### src/rtl/carregador_entrada.sv
// Serial-to-parallel loader: assembles 4-bit words MSB first, offers each
// word with a one-cycle ready pulse and waits for the consumer's fim.
module carregador_entrada (
    input  logic       clock,
    input  logic       reset,
    input  logic       bit_in,
    input  logic       bit_valid,
    input  logic       fim,
    output logic       a,
    output logic       b,
    output logic       c,
    output logic       d,
    output logic       ready,
    output logic       ocupado,
    output logic       erro,
    output logic [7:0] palavras
);

    localparam int unsigned WORD_W = 4;
    localparam int unsigned CNT_W  = 2;
    localparam int unsigned TMO_W  = 4;
    localparam int unsigned PAL_W  = 8;

    localparam logic [CNT_W-1:0] LAST_BIT = CNT_W'(WORD_W - 1);
    localparam logic [TMO_W-1:0] TMO_MAX  = TMO_W'(15);

    typedef enum logic [1:0] {
        LIVRE,
        CARGA,
        OFERTA,
        ESPERA
    } state_t;

    state_t              state_q, state_d;
    logic [CNT_W-1:0]    cnt_q, cnt_d;
    logic [TMO_W-1:0]    tmo_q, tmo_d;
    logic [WORD_W-1:0]   shreg_q, shreg_d;
    logic [WORD_W-1:0]   word_q, word_d;
    logic                ready_q, ready_d;
    logic                erro_q, erro_d;
    logic [PAL_W-1:0]    palavras_q, palavras_d;
    logic [WORD_W-1:0]   shifted;

    assign shifted = {shreg_q[WORD_W-2:0], bit_in};

    // Next-state and datapath decode
    always_comb begin
        state_d    = state_q;
        cnt_d      = cnt_q;
        tmo_d      = tmo_q;
        shreg_d    = shreg_q;
        word_d     = word_q;
        ready_d    = 1'b0;
        erro_d     = erro_q;
        palavras_d = palavras_q;

        case (state_q)
            LIVRE: begin
                if (bit_valid) begin
                    shreg_d = shifted;
                    cnt_d   = CNT_W'(1);
                    state_d = CARGA;
                end
            end
            CARGA: begin
                if (bit_valid) begin
                    shreg_d = shifted;
                    if (cnt_q == LAST_BIT) begin
                        word_d  = shifted;
                        ready_d = 1'b1;
                        cnt_d   = '0;
                        state_d = OFERTA;
                    end else begin
                        cnt_d = cnt_q + CNT_W'(1);
                    end
                end
            end
            OFERTA: begin
                palavras_d = palavras_q + PAL_W'(1);
                tmo_d      = '0;
                state_d    = ESPERA;
                if (bit_valid) begin
                    erro_d = 1'b1;
                end
            end
            ESPERA: begin
                if (fim) begin
                    // A bit arriving with fim opens the next word immediately
                    if (bit_valid) begin
                        shreg_d = shifted;
                        cnt_d   = CNT_W'(1);
                        state_d = CARGA;
                    end else begin
                        state_d = LIVRE;
                    end
                end else begin
                    if (bit_valid) begin
                        erro_d = 1'b1;
                    end
                    if (tmo_q == TMO_MAX) begin
                        erro_d  = 1'b1;
                        tmo_d   = '0;
                        state_d = LIVRE;
                    end else begin
                        tmo_d = tmo_q + TMO_W'(1);
                    end
                end
            end
            default: begin
                state_d = LIVRE;
            end
        endcase
    end

    always_ff @(posedge clock or negedge reset) begin
        if (!reset) begin
            state_q    <= LIVRE;
            cnt_q      <= '0;
            tmo_q      <= '0;
            shreg_q    <= '0;
            word_q     <= '0;
            ready_q    <= 1'b0;
            erro_q     <= 1'b0;
            palavras_q <= '0;
        end else begin
            state_q    <= state_d;
            cnt_q      <= cnt_d;
            tmo_q      <= tmo_d;
            shreg_q    <= shreg_d;
            word_q     <= word_d;
            ready_q    <= ready_d;
            erro_q     <= erro_d;
            palavras_q <= palavras_d;
        end
    end

    assign a        = word_q[3];
    assign b        = word_q[2];
    assign c        = word_q[1];
    assign d        = word_q[0];
    assign ready    = ready_q;
    assign erro     = erro_q;
    assign palavras = palavras_q;
    assign ocupado  = (state_q == OFERTA) || (state_q == ESPERA);

endmodule

### config.mk
export PLATFORM = sky130hd
export DESIGN_NAME = carregador_entrada
export DESIGN_NICKNAME = d
export VERILOG_FILES = /design/src/rtl/carregador_entrada.sv
export SDC_FILE = /design/constraint.sdc
export NUM_CORES = 1
export LEC_CHECK = 0
export CAP_MARGIN = 20
export CORE_MARGIN = 2
export CORE_UTILIZATION = 45
export DETAILED_ROUTE_END_ITERATION = 10
export GPL_TIMING_DRIVEN = 0
export PLACE_DENSITY = 0.67
export SLEW_MARGIN = 20
export SYNTH_ARGS = -nofsm -noshare
export SYNTH_HDL_FRONTEND = slang
export SYNTH_SLANG_ARGS = --single-unit
### constraint.sdc
create_clock -name clock -period 2.45 [get_ports clock]
set_input_delay 0.49 -clock clock [delete_from_list [all_inputs] [get_ports clock]]
set_output_delay 0.49 -clock clock [all_outputs]
set_load 0.01 [all_outputs]
# --- Word-level counts from Yosys, hierarchy flattened ---
# Index checks and enable logic that the tools add are counted.
op_classes:
  n_addsub: 3
  n_eq_ne: 11
  mux: 25
  n_reduce_logical: 11
op_table:
  columns: ["operator", "count"]
  rows:
  - ["2-to-1 mux 2 bit", 9]
  - ["2-to-1 mux 4 bit", 4]
  - ["case mux 4 bit (2 select lines)", 2]
  - ["inequality test 2 bit (second input constant)", 5]
  - ["adder 8 x 1 -> 8 bit (second input constant)", 1]
  - ["case mux 2 bit (4 select lines)", 1]
  - ["2-to-1 mux 1 bit", 7]
  - ["equality test 2 bit (second input constant)", 3]
  - ["case mux 2 bit (3 select lines)", 1]
  - ["AND reduction 3 bit", 2]
  - ["adder 4 x 1 -> 4 bit (second input constant)", 1]
  - ["equality test 4 bit (second input constant)", 1]
  - ["AND reduction 2 bit", 2]
  - ["AND reduction 4 bit", 1]
  - ["nonzero test 2 bit", 2]
  - ["inequality test 3 bit (second input constant)", 1]
  - ["nonzero test 3 bit", 1]
  - ["adder 2 x 1 -> 2 bit (second input constant)", 1]
  - ["equality test 2 x 1 -> 1 bit (second input constant)", 1]
  - ["zero test 2 bit", 1]
  - ["case mux 1 bit (2 select lines)", 1]
  - ["OR reduction 2 bit", 1]
  - ["logical OR 1 bit", 1]
totals:
  regBits: 26
  elab_cells: 58

# --- Depth between registers and ports, before layout ---
# Gate-level depths: netlist (run 1).
depth:
  depth_word: 4
  ltp_mapped: 6
  depth_no_buf: 5

# --- Worst setup path before layout (run 1) ---
# Ideal clock, no wire load.
synth_timing:
  path_kind: "reg-to-reg"
  start: "register state_q[0]"
  end: "register state_q[0]"
  setup_ns: 0.087
  t_arrival_ns: 1.453
  path_slack_ns: 0.910
  path_stages_with_launch: 6
  n_path_buf: 0
  period_less_slack_ns: 1.540
  cell_sequence: "dfrtp_1 > ha_1 > nor2b_2 > a222oi_1 > o21ai_1 > a22oi_1"
synth_via:
  elab_chain_cells: 3
synth_rtl:
  columns: ["element", "line", "text"]
  rows:
  - ["start: declaration", "34", "state_t state_q, state_d;"]
  - ["start signal: assignment", "126", "state_q <= state_d;"]
  - ["equality test 2 bit, or another cell as far along", "57", "case (state_q)"]
  - ["inequality test 3 bit (no line) or inequality test 2 bit (tied branches)", null, null]
  - ["AND reduction 4 bit (no line)", null, null]
# Parallel ways exist; a longest one is shown, timed or not.
# A chain may end at the register's enable or synchronous reset.

# --- Worst setup path after layout (run 1) ---
layout_timing:
  start: "register state_q[0]"
  end: "output port ocupado"
layout_via:
  elab_chain_cells: 2
layout_rtl:
  columns: ["element", "line", "text"]
  rows:
  - ["equality test 2 bit", "144", "assign ocupado = (state_q == OFERTA) || (state_q == ESPERA);"]
  - ["logical OR 1 bit (*)", "144", null]
  - ["end: declaration", "14", "output logic ocupado,"]
# Every way passes the cells marked *; elsewhere a longest branch is shown, timed or not.

==> results of run 1 <==
## critical path, stage by stage, from the launching register on
cell and delay (ps):
dfrtp_1 390, inv_1 90, ha_1 200, buf_4 170, nor2_2 120, inv_1 70
dlymetal6s2s_1 170
## power groups by stage
stage,clock network (W),logic (W),registers (W)
6_report,0.000183,0.000728,0.000713
5_1_grt,0.000212,0.000827,0.000738
4_1_cts,0.000193,0.000722,0.000715
3_5_place_dp,0,0.000718,0.000724
3_3_place_gp,0,0.000694,0.000716
2_1_floorplan,0,0.000409,0.000731
## cells in the final DEF (no fill, tap or decap), types with 2 or more instances in the layout
cell             Yosys  layout
o21ai_0              5       5
dfrtp_1             25      25
a31oi_1              2       2
inv_1                8       8
clkdlybuf4s50_1      0      17
buf_4                0       2
a21oi_1              3       3
nor2_1               4       3
xor2_1               3       3
nand4_1              3       3
mux2_2               8       8
xnor2_1              4       4
nand3_1              3       3
ha_1                 7       7
clkbuf_4             0       3
nand2_1              7       7
## state kept, by name, summed over array words and instances (netlist names)
register and count:
palavras 8, tmo_q 4, word_q 4, shreg_q 3, cnt_q 2, state_q 2
erro 1, ready 1
## final timing paths
| check | endpoint | slack [ps] | cells past startpoint |
|---|---|---|---|
| worst min register to register | palavras[7] | 470 | 1 |
| worst max register to register | state_q[0] | 650 | 5 |
| min in group clock | palavras[7] | 470 | 1 |
| worst max-delay path | ocupado | 450 | 6 |
| worst min-delay path | cnt_q[1] | 130 | 1 |
| max in group asynchronous | palavras[2] | 1970 | 1 |
## kinds of logic (layout without fill, tap and decap cells)
logic type / after synthesis / in the layout / share of synthesized area [%]
xor+xnor: 7 / 7 / 5.338
simple gates: 22 / 22 / 10.79
flops: 25 / 25 / 54.47
buf+inv: 9 / 33 / 3.050
fa+ha+maj: 7 / 7 / 7.625
compound gates: 18 / 18 / 10.02
mux: 9 / 9 / 8.715
## layer usage
layer	up-vias	global-route usage, %
li1	389	-
met1	385	18.97
met2	19	25.90
met3	2	5.738
met4	0	3.750
met5	-	0
## stage by stage
stage | setup slack (ps) | utilization [%] | hold slack, ps | cells | power (W)
global route | 284.4 | 57.70 | 156.8 | 151 | 0.001776
floorplan | 910.1 | - | 194.4 | 97 | 0.001140
detailed placement | 341.5 | 55.86 | 452.4 | 146 | 0.001442
finish | 445.8 | 57.70 | 132.7 | 151 | 0.001623
global placement | 411.4 | 56.07 | 451.4 | 146 | 0.001410
CTS | 5.850 | 57.08 | 141.6 | 150 | 0.001629
## repair_timing
item / CTS / global route
setup buffers: 0 / 1
setup endpoints to repair: 0 / 1
gates resized for setup: 0 / 4
## area by class of cell
| type | count | area (sq um) | share of cell area [%] |
|---|---|---|---|
| Inverter | 8 | 30.03 | 2.120 |
| Clock buffer | 3 | 22.52 | 1.590 |
| Buffer | 1 | 7.507 | 0.5300 |
| Tap cell | 30 | 37.54 | 2.650 |
| Multi-Input combinational cell | 63 | 490.5 | 34.63 |
| Clock inverter | 1 | 7.507 | 0.5300 |
| Timing Repair Buffer | 20 | 195.2 | 13.78 |
| Sequential cell | 25 | 625.6 | 44.17 |
==> flow_summary.ini, run 1 <==
[status]
status = finished, final reports clean

[power_and_ir_drop]
power_switching_w = 0.0005946
power.share.clock_pct = 11.3
power_frac_comb_pct = 44.8
powerDensity_nw_per_um2 = 1146
p_leak_nw = 0.6444
pwr-share-seq_pct = 43.9
switching_share_pct = 36.63
p_int_w = 0.001029
ir_worst_vdd_v = 0.0007907

[sta]
rsz0062_at_grt = no
period_needed_ps = 2004
worst_pin_slew_ps = 529.1
finalCritPeriodShare_pct = 81.81
max_slew_margin_pct = 64.73
setup_viol_count_final = 0
slew_viol_final = 0
final-hold-violation-count = 0
fin_setup_tns_ps = 0
clock-skew-final_ps = 6.554
clock.fmax_mhz = 498.9

[placement]
placed_area_sq_um = 1371
dp_hpwl_mm = 1.481
gp_congestion = 0.6873
portBuffers = 19

[grt]
antenna_found_initial = 0
grt_pass1_vias = 730
grt_max_degree = 26
grt_remaining_overflow = 0
grt_pass1_wl_mm = 3.229
gr-usage-all-layers_pct = 15.50

[clock_network]
cts_root_buffer = clkbuf_4
cts_hold_buf = 0
cts_tree = yes
clk_path_buf_depth = 2
cts_buffers = 3
cts.clk_slew.worst_paths_ps = 140
cts_num_sinks = 25
h-tree-depth = 1
clk_latency_ps = 320

[setup_path]
regToRegStartpoint = state_q[1]
critPathLaunch = state_q[0]
cp_max_fo = 8
cp-start-kind = register
worstPathRequired_ps = 1960
end_kind = primary output
cp.arrival_ps = 1510
critPathKind = reg -> out

[floorplanning]
rows = 18
io_pins = 20
initial_core_util_pct = 46.79
dieHeight_microns = 54.52
core-area_sq_um = 2455
die_area_sq_um = 2972
die_w_microns = 54.52

[logic_synthesis]
ys_ff_latch = 25
ys_warn_count = 0
syn_avg_cell_area_sq_um = 11.84
syn-num-nets = 109
synth.largest_area_cell = dfrtp_1
async_reset_ff_share_pct = 100.0
synth.most_common_cell = dfrtp_1
synth_cell_type_count = 28
synth_top_area_share_pct = 54.47
synth-edff-count = 0
syn_inst = 97
synth-main-ff-cell = dfrtp_1
synthesis.area_sq_um = 1149
synth.top_cells.by_count = dfrtp_1, inv_1, mux2_2, ha_1, nand2_1
yosysSeqAreaShare_pct = 54.47
synthTopCellsByArea = dfrtp_1, mux2_2, ha_1

[layout]
nFillCells = 222
diodes = 0
area_delta_synth_final_pct = 23.31
drive_gt1_share_pct = 16.53
layout.nets = 134
fin_area_sq_um = 1416

[drt]
wl_per_cell_microns = 13.02
highest_layer = met4
dr_wl_met2_microns = 989
drc_errors = 0
met3_wirelength_microns = 93
drt_iter0_drc = 21
wl_met1_microns = 868
vias = 795
firstDrtPassIters = 4
ant_nets = 0
vias_per_cell = 5.265
wl_mm = 1.966

[flow_run]
cap_viol_max_count = 0

[min_path]
hold_path.class = in -> async
Power figures use the tool's default switching activity.
==> inputs of run 2 (changes only) <==
==> constraint.sdc (replaced) <==
create_clock -name clock -period 1.92 [get_ports clock]
set_input_delay 0.384 -clock clock [delete_from_list [all_inputs] [get_ports clock]]
set_output_delay 0.384 -clock clock [all_outputs]
set_load 0.01 [all_outputs]
==> run 2 against run 1 <==
Compared with the run above:
- via count grew 1.0%
- first-iteration DRC count decreased by 48%
- sequential power is 30% higher
- global-route usage stayed put
- sequential share of layout area fell by 1.1 points
- total power up 34%
- clock power is 28% higher
- largest cell class unchanged
- combinational power up 40%
==> flow_summary.ini, run 2 (synthesis results as in run 1) <==
[status]
status = finished, final reports clean

[layout]
final_common_cell = dfrtp_1
layout.nets = 136
diodes = 0
final_cell_mix = dfrtp_1, clkdlybuf4s50_1, mux2_2
area_delta_synth_final_pct = 26.91
largest_register_ffs = 8
fin_area_sq_um = 1458
drive_gt1_share_pct = 22.76

[floorplanning]
core-area_sq_um = 2455
io_pins = 20
initial_core_util_pct = 46.79
die_w_microns = 54.52
dieHeight_microns = 54.52
rows = 18
die_area_sq_um = 2972

[drt]
drt_iter0_drc = 11
wl_mm = 2.009
firstDrtPassIters = 4
ant_nets = 0
drc_errors = 0
wl_per_cell_microns = 13.13
vias = 803
vias_per_cell = 5.248

[sta]
period_needed_ps = 1809
rsz0062_at_grt = no
fin_setup_tns_ps = 0
slew_viol_final = 0
clock-skew-final_ps = 5.822
final-hold-violation-count = 0
setup_viol_count_final = 0
finalCritPeriodShare_pct = 94.23
worst_pin_slew_ps = 603.3
clock.fmax_mhz = 552.7
max_slew_margin_pct = 59.78

[clock_network]
clk_latency_ps = 320
clk_path_buf_depth = 2
cts_num_sinks = 25
cts_hold_buf = 0
h-tree-depth = 1
cts_root_buffer = clkbuf_4
cts.clk_slew.worst_paths_ps = 140
cts_buffers = 3
cts_tree = yes

[power_and_ir_drop]
pwr-share-seq_pct = 42.6
p_leak_nw = 0.6442
ir_worst_vdd_v = 0.001010
p_int_w = 0.001375
switching_share_pct = 36.88
power_frac_comb_pct = 46.7
power.share.clock_pct = 10.7
power_switching_w = 0.0008036
power.total_w = 0.002179
powerDensity_nw_per_um2 = 1495

[setup_path]
cp_max_fo = 6
critPathKind = reg -> reg
cp.arrival_ps = 2050
worstPathRequired_ps = 2160
cp-start-kind = register
end_kind = register

[flow_run]
cap_viol_max_count = 0

[grt]
antenna_found_initial = 0
grt_pass1_vias = 733
grt_remaining_overflow = 0
grt_pass1_wl_mm = 3.222
grt_max_degree = 26
gr-usage-all-layers_pct = 15.50

[placement]
dp_hpwl_mm = 1.481
gp_congestion = 0.6873
placed_area_sq_um = 1371
portBuffers = 19

[min_path]
hold_path.class = in -> async
## run 2: layout make-up
class                           instances  area (sq um)
Clock inverter                          1         7.507
Inverter                                8         30.03
Buffer                                  1         11.26
Multi-Input combinational cell         63         518.0
Sequential cell                        25         628.1
Timing Repair Buffer                   22         202.7
Fill cell                             213         997.2
Clock buffer                            3         22.52
Tap cell                               30         37.54
## run 2: per-layer routing
metal  vias to the layer above  GRT usage [%]  share of wire (%)
met5                         -              0                  0
met4                         0          3.750               0.70
met3                         2          5.738                4.7
met2                        16          26.10                 50
met1                       394          18.79                 45
li1                        391              -                  -
## run 2: final timing paths
check	cells after the start	startpoint	endpoint	slack (ps)
setup / recovery	5	state_q[1]	state_q[0]	110
hold / removal	1	reset	tmo_q[1]	30
setup reg to reg	5	state_q[1]	state_q[0]	110
hold reg to reg	1	palavras[7]	palavras[7]	480
max in group asynchronous	1	reset	state_q[0]	1510
min in group clock	1	palavras[7]	palavras[7]	480
## run 2: metrics by stage
stage	hold slack (ps)	util, %	cells	setup WS (ps)
floorplan	88.41	-	97	380.1
global placement	451.4	56.07	146	-12.60
detailed placement	402.3	55.86	146	-82.54
CTS	35.59	57.95	151	6.530
global route	50.77	59.38	153	4.824
finish	27.44	59.38	153	110.7
## run 2: worst max-delay path, stage by stage (launching register included)
cell and delay (ps):
dfrtp_2 470, ha_4 200, nor2b_4 150, a222oi_1 570, o21ai_1 170, a22oi_2 190
## run 2: power groups by stage
stage / logic (W) / clock network, W / registers, W
after floorplan: 0.000522 / 0 / 0.000933
after global placement: 0.000885 / 0 / 0.000914
after detailed placement: 0.000916 / 0 / 0.000924
after CTS: 0.000964 / 0.000246 / 0.000913
after global routing: 0.00114 / 0.000270 / 0.000958
final: 0.00102 / 0.000234 / 0.000927
## run 2: repair_timing
action / 4_1_cts / 5_1_grt
pin swaps: 0 / 3
setup endpoints to repair: 1 / 2
setup buffers: 1 / 2
gates resized for setup: 7 / 7
gates cloned: 0 / 0
==> inputs of run 3 (changes only) <==
--- a/config.mk
+++ b/config.mk
@@ -7,11 +7,12 @@
 export LEC_CHECK = 0
 export CAP_MARGIN = 20
 export CORE_MARGIN = 2
-export CORE_UTILIZATION = 45
+export CORE_UTILIZATION = 35
 export DETAILED_ROUTE_END_ITERATION = 10
 export GPL_TIMING_DRIVEN = 0
-export PLACE_DENSITY = 0.67
+export PLACE_DENSITY = 0.54
 export SLEW_MARGIN = 20
 export SYNTH_ARGS = -nofsm -noshare
 export SYNTH_HDL_FRONTEND = slang
 export SYNTH_SLANG_ARGS = --single-unit
+export TNS_END_PERCENT = 100
==> run 3 against run 2 <==
Compared with the run above:
- setup slack got worse by 24 ps
- clock-buffer cell count unchanged
- sequential cell count unchanged
- fmax decreased by 1.3%
- global-route usage decreased by 2.5 points
- clock power increased by 9.8%
- combinational power about the same
- routed wire length increased by 5.2%
- sequential power decreased by 2.8%
- final area increased by 0.34%
- largest cell class unchanged
==> flow_summary.ini, run 3 (synthesis results as in run 1) <==
[drt]
wl_mm = 2.113
wl_per_cell_microns = 12.65
drc_errors = 0
drt_iter0_drc = 57
vias = 802
ant_nets = 0
vias_per_cell = 4.802
firstDrtPassIters = 4

[clock_network]
cts_buffers = 3
clk_path_buf_depth = 2
clk_latency_ps = 340
cts_num_sinks = 25
h-tree-depth = 1
cts_root_buffer = clkbuf_4
cts_tree = yes
cts.clk_slew.worst_paths_ps = 160

[sta]
period_needed_ps = 1833
slew_viol_final = 0
finalCritPeriodShare_pct = 95.46
max_slew_margin_pct = 62.24
setup_viol_count_final = 0
final-hold-violation-count = 0
worst_pin_slew_ps = 566.4
fin_setup_tns_ps = 0
clock.fmax_mhz = 545.6
clock-skew-final_ps = 14.33
rsz0062_at_grt = no

[layout]
utilization_pct = 47.52
finalNonFillerCells = 167
area_delta_synth_final_pct = 27.34
layout.nets = 136
diodes = 0
final_cell_mix = dfrtp_1, clkdlybuf4s50_1, mux2_2
drive_gt1_share_pct = 20.33
final_common_cell = dfrtp_1
largest_register_ffs = 8
fin_area_sq_um = 1463

[floorplanning]
die_area_sq_um = 3756
core-area_sq_um = 3078
dieHeight_microns = 61.29
initial_core_util_pct = 37.32
die_w_microns = 61.29
io_pins = 20
rows = 20

[grt]
grt_pass1_wl_mm = 3.539
busiest_layer = met2
gr-usage-all-layers_pct = 13.04
grt_pass1_vias = 791
grt_remaining_overflow = 0
use_met3_pct = 2.101
use_met2_pct = 20.67
grt_max_degree = 26
antenna_found_initial = 0
use_met1_pct = 16.89

[setup_path]
reg2regPathDepth = 6
cp_max_fo = 6
end_kind = register
cp.arrival_ps = 2090
path_delay_family = compound AO/OA/AOI/OAI gates
worstPathRequired_ps = 2170
regToRegStartpoint = state_q[1]
max_stage_delay_ps = 500
r2r_slack_ps = 90
critPathBufInv = 1
critPathSlowestCell = a222oi_1
timing.rr.end = state_q[0]
critPathKind = reg -> reg
cp-start-kind = register
path_cells = buf_4 -> ha_4 -> nor2b_2 -> a222oi_1 -> o21ai_1 -> a22oi_1

[placement]
dp_hpwl_mm = 1.448
dp_cells = 160
gp_congestion = 0.7626
placed_area_sq_um = 1389
portBuffers = 19

[status]
status = finished, final reports clean

[power_and_ir_drop]
powerDensity_nw_per_um2 = 1480
p_leak_nw = 0.6442
ir_worst_vdd_v = 0.0005581

[min_path]
hold_path.class = in -> async

[flow_run]
cap_viol_max_count = 0
## run 3: changes by cell type in the layout (fill, tap and decap cells not counted)
| cell | previous run | this run |
|---|---|---|
| dfrtp_2 | 2 | 0 |
| a22oi_1 | 0 | 1 |
| a22oi_2 | 1 | 0 |
| nor2b_4 | 1 | 0 |
| dfrtp_1 | 23 | 25 |
| nor2b_2 | 0 | 1 |
## run 3: stage by stage
stage / power (W) / hold WS (ps) / setup slack, ps
after CTS: 0.002190 / 33.17 / 13.41
final: 0.002164 / 9.943 / 87.15
after floorplan: 0.001454 / 88.41 / 380.1
after detailed placement: 0.001832 / 419.0 / -58.33
after global routing: 0.002339 / 49.01 / 29.28
after global placement: 0.001811 / 441.9 / -38.81
## run 3: worst max-delay path by stage
stage | from | endpoint | cells past startpoint
after floorplan | state_q[0] | state_q[0] | 5
final | state_q[1] | state_q[0] | 6
after CTS | state_q[0] | ocupado | 6
after global routing | state_q[1] | state_q[0] | 7
after detailed placement | fim | state_q[0] | 5
after global placement | state_q[0] | ocupado | 6
## run 3: area by class of cell
cell class | instances | area (sq um)
Buffer | 1 | 11.26
Clock buffer | 3 | 22.52
Clock inverter | 1 | 7.507
Fill cell | 301 | 1615
Inverter | 8 | 30.03
Multi-Input combinational cell | 63 | 508.0
Sequential cell | 25 | 625.6
Tap cell | 44 | 55.05
Timing Repair Buffer | 22 | 202.7
## run 3: per-layer routing
| metal | part of all wire, % | wire length, microns |
|---|---|---|
| met5 | 0 | 0 |
| met4 | 2.3 | 49 |
| met3 | 2.7 | 56 |
| met2 | 47 | 987 |
| met1 | 48 | 1019 |
## run 3: report_power, final
group,switching (W),internal (W)
logic,0.000462,0.000544
clock network,0.000177,0.0000799
registers,0.000170,0.000731
total,0.000810,0.00135
## run 3: repair_timing
| action | CTS | global route |
|---|---|---|
| resized for setup | 9 | 1 |
| buffers inserted | 3 | 0 |
| endpoints found under the setup margin | 1 | 1 |
| hold buffers | 0 | 0 |
==> edit 1 (settings of run 2) <==
The 4 states of `state_t` get a one-hot encoding in 4 bits.
--- a/src/rtl/carregador_entrada.sv
+++ b/src/rtl/carregador_entrada.sv
@@ -26,7 +26,7 @@
 
-    typedef enum logic [1:0] {
-        LIVRE,
-        CARGA,
-        OFERTA,
-        ESPERA
+    typedef enum logic [3:0] {
+        LIVRE  = 4'b0001,
+        CARGA  = 4'b0010,
+        OFERTA = 4'b0100,
+        ESPERA = 4'b1000
     } state_t;
Formal check against the unedited RTL: same outputs for any inputs over 10 cycles, from zero or initial values and one cycle with reset low; not proved beyond that.
==> edit 1 against run 2 <==
- final area grew 9.0%
- synthesized area is 14% higher
- worst hold slack improved by 0.0085 ns
- power shrank 25%
- setup slack worse by 0.054 ns
- final cell count rose by 9.2%
- wire length up 16%
- die area is 13% higher
- sequential cell count increased by 2
- critical path depth is 2 lower
- highest routed layer unchanged
==> edit 1: results (changes against run 2) <==
Detailed routing
  • Final WL: 2330 um (+16%)
  • Via density: 5.38 (+2.6%)
  • M1 WL: 1100 um (+22%)
  • Initial drt markers: 10 (-1)
  • Met3 wire len: 89 um (-5.3%)

GRT
  • Routing usage on met1: 0.211 (+0.0229)
  • Pin count of the biggest net entering global routing: 28 (+7.7%)
  • Grt met3 use: 0.0469 (-0.0105)
  • First-pass GRT wire length: 3880 um (+21%)
  • Met2 GRT Util: 0.244 (-0.0175)
  • Vias in the first global route: 838 (+14%)

Placed design
  • DP HPWL: 1740 um (+17%)
  • DP Area: 0.00154 mm^2 (+12%)
  • Place WS: -0.244 ns (-0.162 ns)
  • Placed insts: 162 (+11%)
  • GP Congestion: 0.819 (+19%)

Final layout
  • Filler Cell Count: 250 (+17%)
  • Total Nets Final: 145 (+6.6%)
  • Share of layout cells above drive strength 1: 0.221 (-0.00705)

Worst setup path
  • RR Endpoint: state_q[0]
  • Slowest stage delay, CP: 0.54 ns (-0.03 ns)
  • Reg2reg start: state_q[2]
  • Data arrival time of the critical path: 1.48 ns (-0.57 ns)

STA
  • Slew @ Worst Pin: 0.659 ns (+0.0558 ns)
  • Tmin final: 1.86 ns (+0.0539 ns)
  • WHS: 0.0360 ns (+0.00851 ns)
  • Clock Skew: 0.00153 ns (-0.00429 ns)

Run status
  • Status: finished, final reports clean

Logic synthesis
  • Seq/Total Area, Yosys: 0.515 (-0.0294)
  • Syn avg cell area: 11.7 um^2 (-0.94%)
  • Syn Nets: 120 (+10%)
  • Netlist cell types: 37 (+32%)

Pwr
  • Worst VDD drop: 0.872 mV (-14%)
  • Leakage power: 0.711 nW (+10%)
[edit 1: changes by cell type after synthesis, moves of 2 or more]
cell,delta
nor3b_1,+2
xnor2_1,+3
xor2_1,-2
nand2_1,+6
nand3_1,-2
buf_6,+2
inv_1,-4
a21oi_1,-2
nor3_1,+2
ha_1,-4
a31oi_1,-2
nor2_1,+2
[edit 1: how the worst max path moves through the flow]
stage / from / to / depth (start not counted)
finish: state_q[2] / ocupado / 3
global route: state_q[2] / ocupado / 3
CTS: state_q[2] / ocupado / 5
detailed placement: state_q[2] / ocupado / 5
global placement: state_q[2] / ocupado / 5
floorplan: state_q[2] / state_q[0] / 6
[edit 1: kinds of logic (layout without fill, tap and decap cells)]
| logic type | Yosys count | count (layout) | synth area share |
|---|---|---|---|
| compound gates | 17 | 17 | 0.0943 |
| simple gates | 37 | 37 | 0.170 |
| mux | 11 | 11 | 0.0962 |
| buf+inv | 9 | 33 | 0.0419 |
| fa+ha+maj | 3 | 3 | 0.0286 |
| xor+xnor | 8 | 8 | 0.0533 |
| flops | 27 | 27 | 0.515 |
[edit 1: what timing repair did]
item	4_1_cts	5_1_grt
pin swaps	1	2
gates cloned	0	0
setup endpoints to repair	1	3
resized for setup	7	1
buffers inserted	3	2
[edit 1: where the power goes]
group / switching (mW) / leakage (nW) / internal (mW)
logic: 0.248 / 0.341 / 0.346
registers: 0.101 / 0.356 / 0.701
clock network: 0.167 / 0.0139 / 0.0797
total: 0.516 / 0.711 / 1.13
[edit 1: final cells by class]
| class | count | share of cell area |
|---|---|---|
| buffer | 1 | 0.00709 |
| clock buffer | 3 | 0.0142 |
| timing repair buffer | 24 | 0.145 |
| inverter | 4 | 0.00945 |
| sequential | 27 | 0.427 |
| clock inverter | 1 | 0.00472 |
| multi-input combinational | 76 | 0.369 |
| tap | 31 | 0.0244 |
==> edit 2 (settings of run 2) <==
Made on the original files. Change the localparam `TMO_W` from 4 to 5.
--- a/src/rtl/carregador_entrada.sv
+++ b/src/rtl/carregador_entrada.sv
@@ -20,3 +20,3 @@
     localparam int unsigned CNT_W  = 2;
-    localparam int unsigned TMO_W  = 4;
+    localparam int unsigned TMO_W  = 5;
     localparam int unsigned PAL_W  = 8;
Check against the original RTL: same outputs for any inputs over 10 cycles, from zero or initial values and one cycle with reset low; that may be too few to reach the edited logic, so the function may still have changed.
==> edit 2 against run 2 <==
- clock power up 19%
- first-iteration DRC count increased by 36%
- setup slack worse by 0.010 ns
- power decreased by 1.5%
- synthesized area rose by 2.8%
- sequential share of layout area up 0.53 points
- core utilization grew 0.82 points
- final area increased by 2.3%
- sequential cell count rose by 1
- die area is 2.6% higher
- wire length up 3.6%
- final cell count grew 1.3%
- critical path type unchanged
- largest cell class unchanged
- highest routed layer unchanged
==> edit 2: results (changes against run 2) <==
Run status
  • Status: finished, final reports clean

Placed design
  • Place WS: -0.206 ns (-0.123 ns)
  • DP HPWL: 1490 um (+0.30%)
  • GP Congestion: 0.733 (+6.7%)
  • DP Area: 0.00140 mm^2 (+2.4%)
  • Placed insts: 148 (+1.4%)

Clocking
  • Post-CTS Setup Bufs: 3 (+2)
  • H-tree Lvls: 1 (unchanged)
  • Post-CTS sizing: 6 (-1)

Logic synthesis
  • Ys flop type: dfrtp_1
  • Top cells by count, synth: dfrtp_1 (26), nand2_1 (9), mux2_2 (8)
  • Syn avg cell area: 11.9 um^2 (+0.75%)
  • Top cells by area, synth: dfrtp_1 (55%), mux2_2 (7.6%), ha_1 (7.4%), xnor2_1 (3.0%), nand2_1 (2.9%)
  • Netlist cell types: 29 (+3.6%)
  • Seq/Total Area, Yosys: 0.551 (+0.00619)
  • Ys async rst share: 1.00 (unchanged)
  • Syn Nets: 111 (+1.8%)

STA
  • WHS: 0.0310 ns (+0.00352 ns)
  • Max Fclk: 550 MHz (-0.55%)
  • Clock Skew: 0.0101 ns (+0.00433 ns)
  • Slew @ Worst Pin: 0.567 ns (-0.0359 ns)

Final layout
  • Seq_cells: 26 (+4.0%)
  • Register area: 651 um^2 (+3.6%)
  • Data buffer area share: 0.144 (-0.00249)
  • Share of layout cells above drive strength 1: 0.192 (-0.0356)
  • Signal buffers: 23 (unchanged)
  • Multi-input gates: 65 (+3.2%)
  • Clk tree area frac: 0.0243 (+0.00373)
  • Total Nets Final: 138 (+1.5%)
  • Multi-input logic area: 526 um^2 (+1.4%)
  • Area growth syn-to-layout: 26.3%
  • Filler Cell Count: 217 (+1.9%)
  • Number of non-clock inverters: 7 (-1)
  • CLK BUF: 4 (+1)

Worst setup path
  • Slowest stage delay, CP: 0.44 ns (-0.13 ns)
  • R2R Setup Slk: 0.10 ns
  • Crit path max-delay family: flip-flops
  • Crit path to: shreg_q[2]
  • Slowest-stage cell, CP: dfrtp_1
  • Crit-path max FO: 8 (+2)
  • Data arrival time of the critical path: 2.03 ns (-0.02 ns)
  • Reg2reg start: state_q[1]

Pwr
  • Power Sequential: 904 uW (-2.5%)
  • Leakage power: 0.690 nW (+7.1%)
  • Sw frac: 0.358 (-0.0107)
  • Worst VDD drop: 0.888 mV (-12%)
  • Internal: 1.38 mW (+0.18%)
  • Comb group: 965 uW (-5%)

Detailed routing
  • Via density: 5.39 (+2.6%)
  • Pre-Repair DR Iteration Count: 5 (+1)
  • DR vias: 835 (+4.0%)
  • WL per Instance: 13.4 um (+2.3%)
  • Initial drt markers: 15 (+4)

GRT
  • Vias in the first global route: 803 (+9.5%)
  • First-pass GRT wire length: 3700 um (+15%)
  • Grt ovf: 0 (unchanged)
  • Pin count of the biggest net entering global routing: 27 (+3.8%)
  • Global-route usage over all layers: 0.153 (-0.00170)
[edit 2: cell types whose count changed in the layout (fill, tap and decap cells not counted), moves of 2 or more]
cell / before / now
dfrtp_1: 23 / 26
nand2_1: 7 / 9
nor2_1: 3 / 5
nand4_1: 3 / 5
a21oi_1: 3 / 1
a31oi_1: 2 / 0
dfrtp_2: 2 / 0
[edit 2: per-layer routing]
metal | track usage | wire length, um | part of all wire | vias to the layer above
li1 | - | - | - | 410
met1 | 0.215 | 1020 | 0.49 | 405
met2 | 0.219 | 941 | 0.45 | 16
met3 | 0.0492 | 93 | 0.045 | 4
met4 | 0.0627 | 24 | 0.012 | 0
met5 | 0 | 0 | 0 | -
[edit 2: kinds of logic (layout without fill, tap and decap cells)]
kind of cell / count (synthesis) / after routing / synth area share
compound gates: 17 / 17 / 0.106
xor+xnor: 7 / 7 / 0.0519
fa+ha+maj: 7 / 7 / 0.0741
buf+inv: 8 / 34 / 0.0254
flops: 26 / 26 / 0.551
mux: 8 / 8 / 0.0763
simple gates: 26 / 26 / 0.115
